[src/rtl/seg_pkg.sv]
`default_nettype none
// ============================================================================
// Module   : seg_pkg
// Brief    : Shared widths, scan-state encoding and leading-zero helper for
//            the seven-segment scan path.
// Revision : 1.0 - initial release
// ============================================================================
package seg_pkg;

    localparam int DIGIT_W    = 4;
    localparam int NUM_DIGITS = 4;
    localparam int SEL_W      = 2;
    localparam int VALUE_W    = DIGIT_W * NUM_DIGITS;

    typedef enum logic [0:0] {
        BLANK = 1'b0,
        SHOW  = 1'b1
    } scan_state_t;

    // True when digit sel and every more-significant digit of value are zero.
    // Digit 0 always returns false so a zero value still lights one digit.
    function automatic logic lz_blank(input logic [VALUE_W-1:0] value,
                                      input logic [SEL_W-1:0]   sel);
        logic blank;
        case (sel)
            2'd1:    blank = (value[VALUE_W-1:DIGIT_W]   == '0);
            2'd2:    blank = (value[VALUE_W-1:2*DIGIT_W] == '0);
            2'd3:    blank = (value[VALUE_W-1:3*DIGIT_W] == '0);
            default: blank = 1'b0;
        endcase
        return blank;
    endfunction

endpackage
`default_nettype wire

[src/rtl/scan_prescaler.sv]
`default_nettype none
// ============================================================================
// Module   : scan_prescaler
// Brief    : Free-running 0..DIV-1 counter with a wrap flag on the last count.
// Revision : 1.0 - initial release
// ============================================================================
module scan_prescaler #(
    parameter int DIV   = 100000,
    parameter int CNT_W = $clog2(DIV)
) (
    input  logic             clk,
    input  logic             reset_n,
    output logic [CNT_W-1:0] o_tick_cnt,
    output logic             o_slot_wrap
);

    localparam logic [CNT_W-1:0] C_LAST = CNT_W'(DIV - 1);

    logic [CNT_W-1:0] r_tick_cnt;

    always_ff @(posedge clk or negedge reset_n) begin
        if (!reset_n) begin
            r_tick_cnt <= '0;
        end else if (r_tick_cnt == C_LAST) begin
            r_tick_cnt <= '0;
        end else begin
            r_tick_cnt <= r_tick_cnt + CNT_W'(1);
        end
    end

    assign o_tick_cnt  = r_tick_cnt;
    assign o_slot_wrap = (r_tick_cnt == C_LAST);

endmodule
`default_nettype wire

[src/rtl/seg_scan_ctrl.sv]
`default_nettype none
// ============================================================================
// Module   : seg_scan_ctrl
// Brief    : Four-digit scan controller with frame-aligned source snapshot,
//            per-slot anti-ghost blanking and leading-zero suppression.
// Revision : 1.0 - initial release
// ============================================================================
module seg_scan_ctrl
    import seg_pkg::*;
#(
    parameter int SCAN_DIV  = 100000,
    parameter int BLANK_CYC = 1000
) (
    input  logic                clk,
    input  logic                reset_n,
    input  logic [VALUE_W-1:0]  value_a,
    input  logic [VALUE_W-1:0]  value_b,
    input  logic                req_b,
    input  logic                freeze,
    input  logic                lz_suppress,
    output logic [DIGIT_W-1:0]  digit_in,
    output logic [SEL_W-1:0]    digit_select,
    output logic                digit_en,
    output logic                src_sel,
    output logic                frame_done
);

    localparam int                 C_CNT_W   = $clog2(SCAN_DIV);
    localparam int                 C_IDX_W   = $clog2(VALUE_W);
    localparam logic [C_CNT_W-1:0] C_BLANK   = C_CNT_W'(BLANK_CYC);
    localparam logic [C_CNT_W-1:0] C_LAST    = C_CNT_W'(SCAN_DIV - 1);
    localparam logic [SEL_W-1:0]   C_LAST_DG = SEL_W'(NUM_DIGITS - 1);

    logic [C_CNT_W-1:0] w_tick_cnt;
    logic [C_CNT_W-1:0] w_next_tick;
    logic               w_slot_wrap;
    logic [SEL_W-1:0]   w_next_sel;
    logic [C_IDX_W-1:0] w_digit_lsb;
    logic [VALUE_W-1:0] w_snap;
    logic [VALUE_W-1:0] w_shadow_nxt;
    logic               w_load;
    logic               w_supp_next;

    logic [SEL_W-1:0]   r_digit_select;
    logic [DIGIT_W-1:0] r_digit_in;
    logic               r_digit_en;
    logic               r_src_sel;
    logic               r_frame_done;
    logic [VALUE_W-1:0] r_shadow;
    logic               r_frame_start;
    scan_state_t        r_state;

    scan_prescaler #(
        .DIV   (SCAN_DIV),
        .CNT_W (C_CNT_W)
    ) u_prescaler (
        .clk         (clk),
        .reset_n     (reset_n),
        .o_tick_cnt  (w_tick_cnt),
        .o_slot_wrap (w_slot_wrap)
    );

    // Every registered output is computed from the slot position it will
    // hold after the edge, so the nibble is already stable while blanked.
    always_comb begin
        w_next_tick  = w_slot_wrap ? '0 : w_tick_cnt + C_CNT_W'(1);
        w_next_sel   = w_slot_wrap ? r_digit_select + SEL_W'(1) : r_digit_select;
        w_digit_lsb  = {w_next_sel, 2'b00};
        w_snap       = req_b ? value_b : value_a;
        w_load       = r_frame_start && !freeze;
        w_shadow_nxt = w_load ? w_snap : r_shadow;
        w_supp_next  = lz_suppress && lz_blank(w_shadow_nxt, w_next_sel);
    end

    always_ff @(posedge clk or negedge reset_n) begin
        if (!reset_n) begin
            r_digit_select <= '0;
            r_digit_in     <= '0;
            r_src_sel      <= 1'b0;
            r_frame_done   <= 1'b0;
            r_shadow       <= '0;
            r_frame_start  <= 1'b1;
        end else begin
            r_digit_select <= w_next_sel;
            r_digit_in     <= w_shadow_nxt[w_digit_lsb +: DIGIT_W];
            r_frame_start  <= w_slot_wrap && (r_digit_select == C_LAST_DG);
            r_frame_done   <= (w_next_tick == C_LAST) && (w_next_sel == C_LAST_DG);
            if (w_load) begin
                r_shadow  <= w_snap;
                r_src_sel <= req_b;
            end
        end
    end

    always_ff @(posedge clk or negedge reset_n) begin
        if (!reset_n) begin
            r_state    <= BLANK;
            r_digit_en <= 1'b0;
        end else begin
            case (r_state)
                BLANK: begin
                    if (w_next_tick == C_BLANK) begin
                        r_state    <= SHOW;
                        r_digit_en <= !w_supp_next;
                    end else begin
                        r_digit_en <= 1'b0;
                    end
                end
                SHOW: begin
                    if (w_slot_wrap) begin
                        r_state    <= BLANK;
                        r_digit_en <= 1'b0;
                    end else begin
                        r_digit_en <= !w_supp_next;
                    end
                end
                default: begin
                    r_state    <= BLANK;
                    r_digit_en <= 1'b0;
                end
            endcase
        end
    end

    assign digit_in     = r_digit_in;
    assign digit_select = r_digit_select;
    assign digit_en     = r_digit_en;
    assign src_sel      = r_src_sel;
    assign frame_done   = r_frame_done;

endmodule
`default_nettype wire

[config.mk]
export PLATFORM = sky130hd
export DESIGN_NAME = seg_scan_ctrl
export DESIGN_NICKNAME = d
export VERILOG_FILES = /design/src/rtl/seg_pkg.sv /design/src/rtl/scan_prescaler.sv /design/src/rtl/seg_scan_ctrl.sv
export SDC_FILE = /design/constraint.sdc
export NUM_CORES = 1
export LEC_CHECK = 0
export CAP_MARGIN = 20
export CORE_MARGIN = 8
export CORE_UTILIZATION = 45
export CTS_CLUSTER_SIZE = 12
export DETAILED_ROUTE_END_ITERATION = 8
export HOLD_SLACK_MARGIN = 0.12
export PLACE_DENSITY = 0.71
export RECOVER_POWER = 25
export SLEW_MARGIN = 20
export SYNTH_ARGS = -nofsm -noshare
export SYNTH_HDL_FRONTEND = slang
export SYNTH_SLANG_ARGS = --single-unit
[constraint.sdc]
create_clock -name clk -period 3.1 [get_ports clk]
set_clock_uncertainty 0.1 [all_clocks]
set_input_delay 0.62 -clock clk [delete_from_list [all_inputs] [get_ports clk]]
set_output_delay 0.62 -clock clk [all_outputs]
set_load 0.02 [all_outputs]
==> results.sh <==
export IMPL_fin_cells=314
export IMPL_path_class="in -> reg"
export IMPL_cts_tree="built"
export IMPL_hold_path_class="reg -> reg"
export IMPL_gp_congestion=0.746
export IMPL_drt_total_wl_um=4990
export IMPL_layout_min_cycle_time_ns=2.72
export IMPL_drv_cap=1
export IMPL_fmax_mhz=368
export IMPL_total_power_mw=1.09
export IMPL_die_h_um=87.5
export IMPL_dieWidth_um=87.5
export IMPL_synth_edff_count=0
export IMPL_port_buffer_count=45
export IMPL_peakVddDrop_v=0.000253
export IMPL_area_growth_pct=26.3
export IMPL_outcome="finished, violations left"
export IMPL_synth_simple_area_share_pct=17.6
export IMPL_nets=282
export IMPL_yosysMostFrequentCell="dfrtp_1"
export IMPL_syn_instance_count=199
export IMPL_cp_max_fo=9
export IMPL_synth_top_cell_area_share_pct=46.8
export IMPL_power_density_nw_per_um2=377
export IMPL_ios=46
export IMPL_rows=26
export IMPL_worstPathArrival_ns=2.81
export IMPL_worstMarginPinSlew_ns=2.28
export IMPL_place_inst=306
export IMPL_layout_setup_ws_ns=0.380
export IMPL_vias=1630
export IMPL_grt_usage_pct=13.7
export IMPL_synthFlopType="dfrtp_1"
export IMPL_synth_adder_area_share_pct=1.09
export IMPL_setup_viol=0
export IMPL_cts_sinks=44
export IMPL_crit_start="req_b"
export IMPL_start_kind="input pin"
export IMPL_postCtsSetupBuffers=0
export IMPL_post_place_ws_ns=0.0773
export IMPL_setup_tns_ns=0
export IMPL_hpwl_um=3860
export IMPL_synth_cell_types=50
export IMPL_cts_buffers=5
export IMPL_dieArea_um2=7650
export IMPL_cts_htree_levels=2
export IMPL_clk_latency_ns=0.29
export IMPL_hold_viol=0
export IMPL_drive_gt1_share_pct=17.2
export IMPL_cts_resized=0
export IMPL_drt_iter0_drc=54
export IMPL_start_util_pct=45.9
export IMPL_hp_start="src_sel"
export IMPL_drc=0
export IMPL_yosys_register_bits=44
export IMPL_worstSetupEndpointType="register"
export IMPL_synthXorXnorAreaFrac_pct=6.43
export IMPL_p_leak_nw=1.28
export IMPL_firstDrtPassIters=4
export IMPL_required_ns=3.19
export IMPL_gr_total_overflow=0
export IMPL_wl_per_cell_um=15.9
export IMPL_grt_pass1_wl_um=8090
export IMPL_synth_top_family_by_area="simple AND/OR/NAND/NOR gates"
export IMPL_period_share_pct=87.7
export IMPL_viasPerCell=5.19
export IMPL_antenna_found_initial=0
export IMPL_syn_area_um2=2300
export IMPL_core_um2=5010
export IMPL_n_antenna_cell=0
export IMPL_ctsHoldBuffers=0
export IMPL_worstReg2RegStart="u_prescaler.o_tick_cnt[0]"
export IMPL_antenna_left=0
export IMPL_yosys_top_cells_area="dfrtp_1 47%, mux2_2 6.9%, mux2i_1 4.4%"
export IMPL_synth_seq_area_share_pct=48.0
export IMPL_cts_root_buf="clkbuf_8"
export IMPL_rsz0062_at_grt="false"
export IMPL_synth_compound_area_share_pct=5.66
export IMPL_synth_nets=238
export IMPL_ys_warn_count=0
export IMPL_violations="max-capacitance violations, max-slew violations"
export IMPL_grt_pass1_vias=1632
export IMPL_clk_pin_slew_worst_paths_ns=0.08
export IMPL_grt_max_degree=45
export IMPL_synth_avg_cell_area_um2=11.5
export IMPL_cts_buffer_depth=2
export IMPL_netlist_top_cell_by_area="dfrtp_1"
export IMPL_async_flop_share_pct=100
export IMPL_synth_mux_area_fraction_pct=17.4
export IMPL_synth_common_cells="43 x dfrtp_1, 17 x nand2_1, 14 x mux2_2"
export IMPL_maxSlewHeadroom_pct=-51.9
export IMPL_final_max_slew_viol_count=45
## logic make-up after synthesis
kind of cell               Yosys count
adders and majority gates            2
muxes                               32
xor gates and xnor gates            16
DFF                                 44
buffers and inverters               16
AOI/OAI and AO/OA                   20
and+or+nand+nor                     69
## path summary, 6_finish.rpt
| check | to | slack [ns] | cells after the start |
|---|---|---|---|
| worst min-delay path | src_sel | 0.41 | 1 |
| worst max register to register | digit_in[0] | 0.59 | 7 |
| max in group asynchronous | u_prescaler.o_tick_cnt[1] | 0.70 | 1 |
| worst min register to register | src_sel | 0.41 | 1 |
| worst max-delay path | digit_en | 0.38 | 8 |
| min in group asynchronous | r_shadow[13] | 0.89 | 1 |
## registers in the layout (all words and copies together) (netlist names)
| register | cells |
|---|---|
| frame_done | 1 |
| r_frame_start | 1 |
| digit_in | 4 |
| digit_select | 2 |
| r_shadow | 16 |
| r_state | 1 |
| digit_en | 1 |
| u_prescaler.o_tick_cnt | 17 |
| src_sel | 1 |
## power by group
group / internal [mW] / switching (mW) / leakage, nW / total [mW]
combinational: 0.0530 / 0.0257 / 0.630 / 0.0787
sequential: 0.573 / 0 / 0.597 / 0.573
clock: 0.243 / 0.198 / 0.0548 / 0.441
total: 0.869 / 0.224 / 1.28 / 1.09
## cell type report
type / instances / area [µm²]
inverters: 4 / 15.0
flip-flops and latches: 44 / 1100
fillers: 443 / 2110
multi-input cells: 139 / 1110
clock inverters: 3 / 46.3
well taps: 70 / 87.6
repair buffers: 49 / 474
clock buffers: 5 / 68.8
## per-layer routing
metal	GRT usage [%]	up-vias	routed length (µm)	part of all wire, %
met5	0	-	0	0
met4	3.75	0	39	0.78
met3	4.72	6	466	9.3
met2	22.5	55	2350	47
met1	16.5	768	2140	43
li1	-	801	-	-
## critical path, cell delays in order
cell and delay, ns:
clkdlybuf4s50_1 0.46, buf_4 0.17, mux2_1 0.33, mux2_2 0.28, or4_4 0.53, o211ai_2 0.17, a2bb2oi_1 0.08, o21a_1 0.16
## cells in the final DEF, fill, tap and decap left out, drive strengths merged, types with 2 or more instances in the layout
master / n
xnor2: 9
xor2: 7
ha: 2
nor2: 13
dfrtp: 43
nand2: 17
nand3: 8
nand2b: 2
o21ai: 10
mux2: 18
and4: 6
a21oi: 3
nor4: 2
or4: 3
clkbuf: 6
nand4: 5
mux4: 4
inv: 4
clkdlybuf4s50: 44
mux2i: 10
and2: 5
buf: 4
## per-stage QoR
stage | area [µm²] | utilization [%] | hold WS (ns)
finish | 2900 | 57.9 | 0.409
global route | 2900 | 57.9 | 0.435
CTS | 2900 | 57.9 | 0.401
detailed placement | 2790 | 55.6 | 0.393
global placement | 2790 | 55.6 | 0.388
floorplan | 2300 | - | 0.224
No activity file was read; power rests on OpenSTA's default activity.
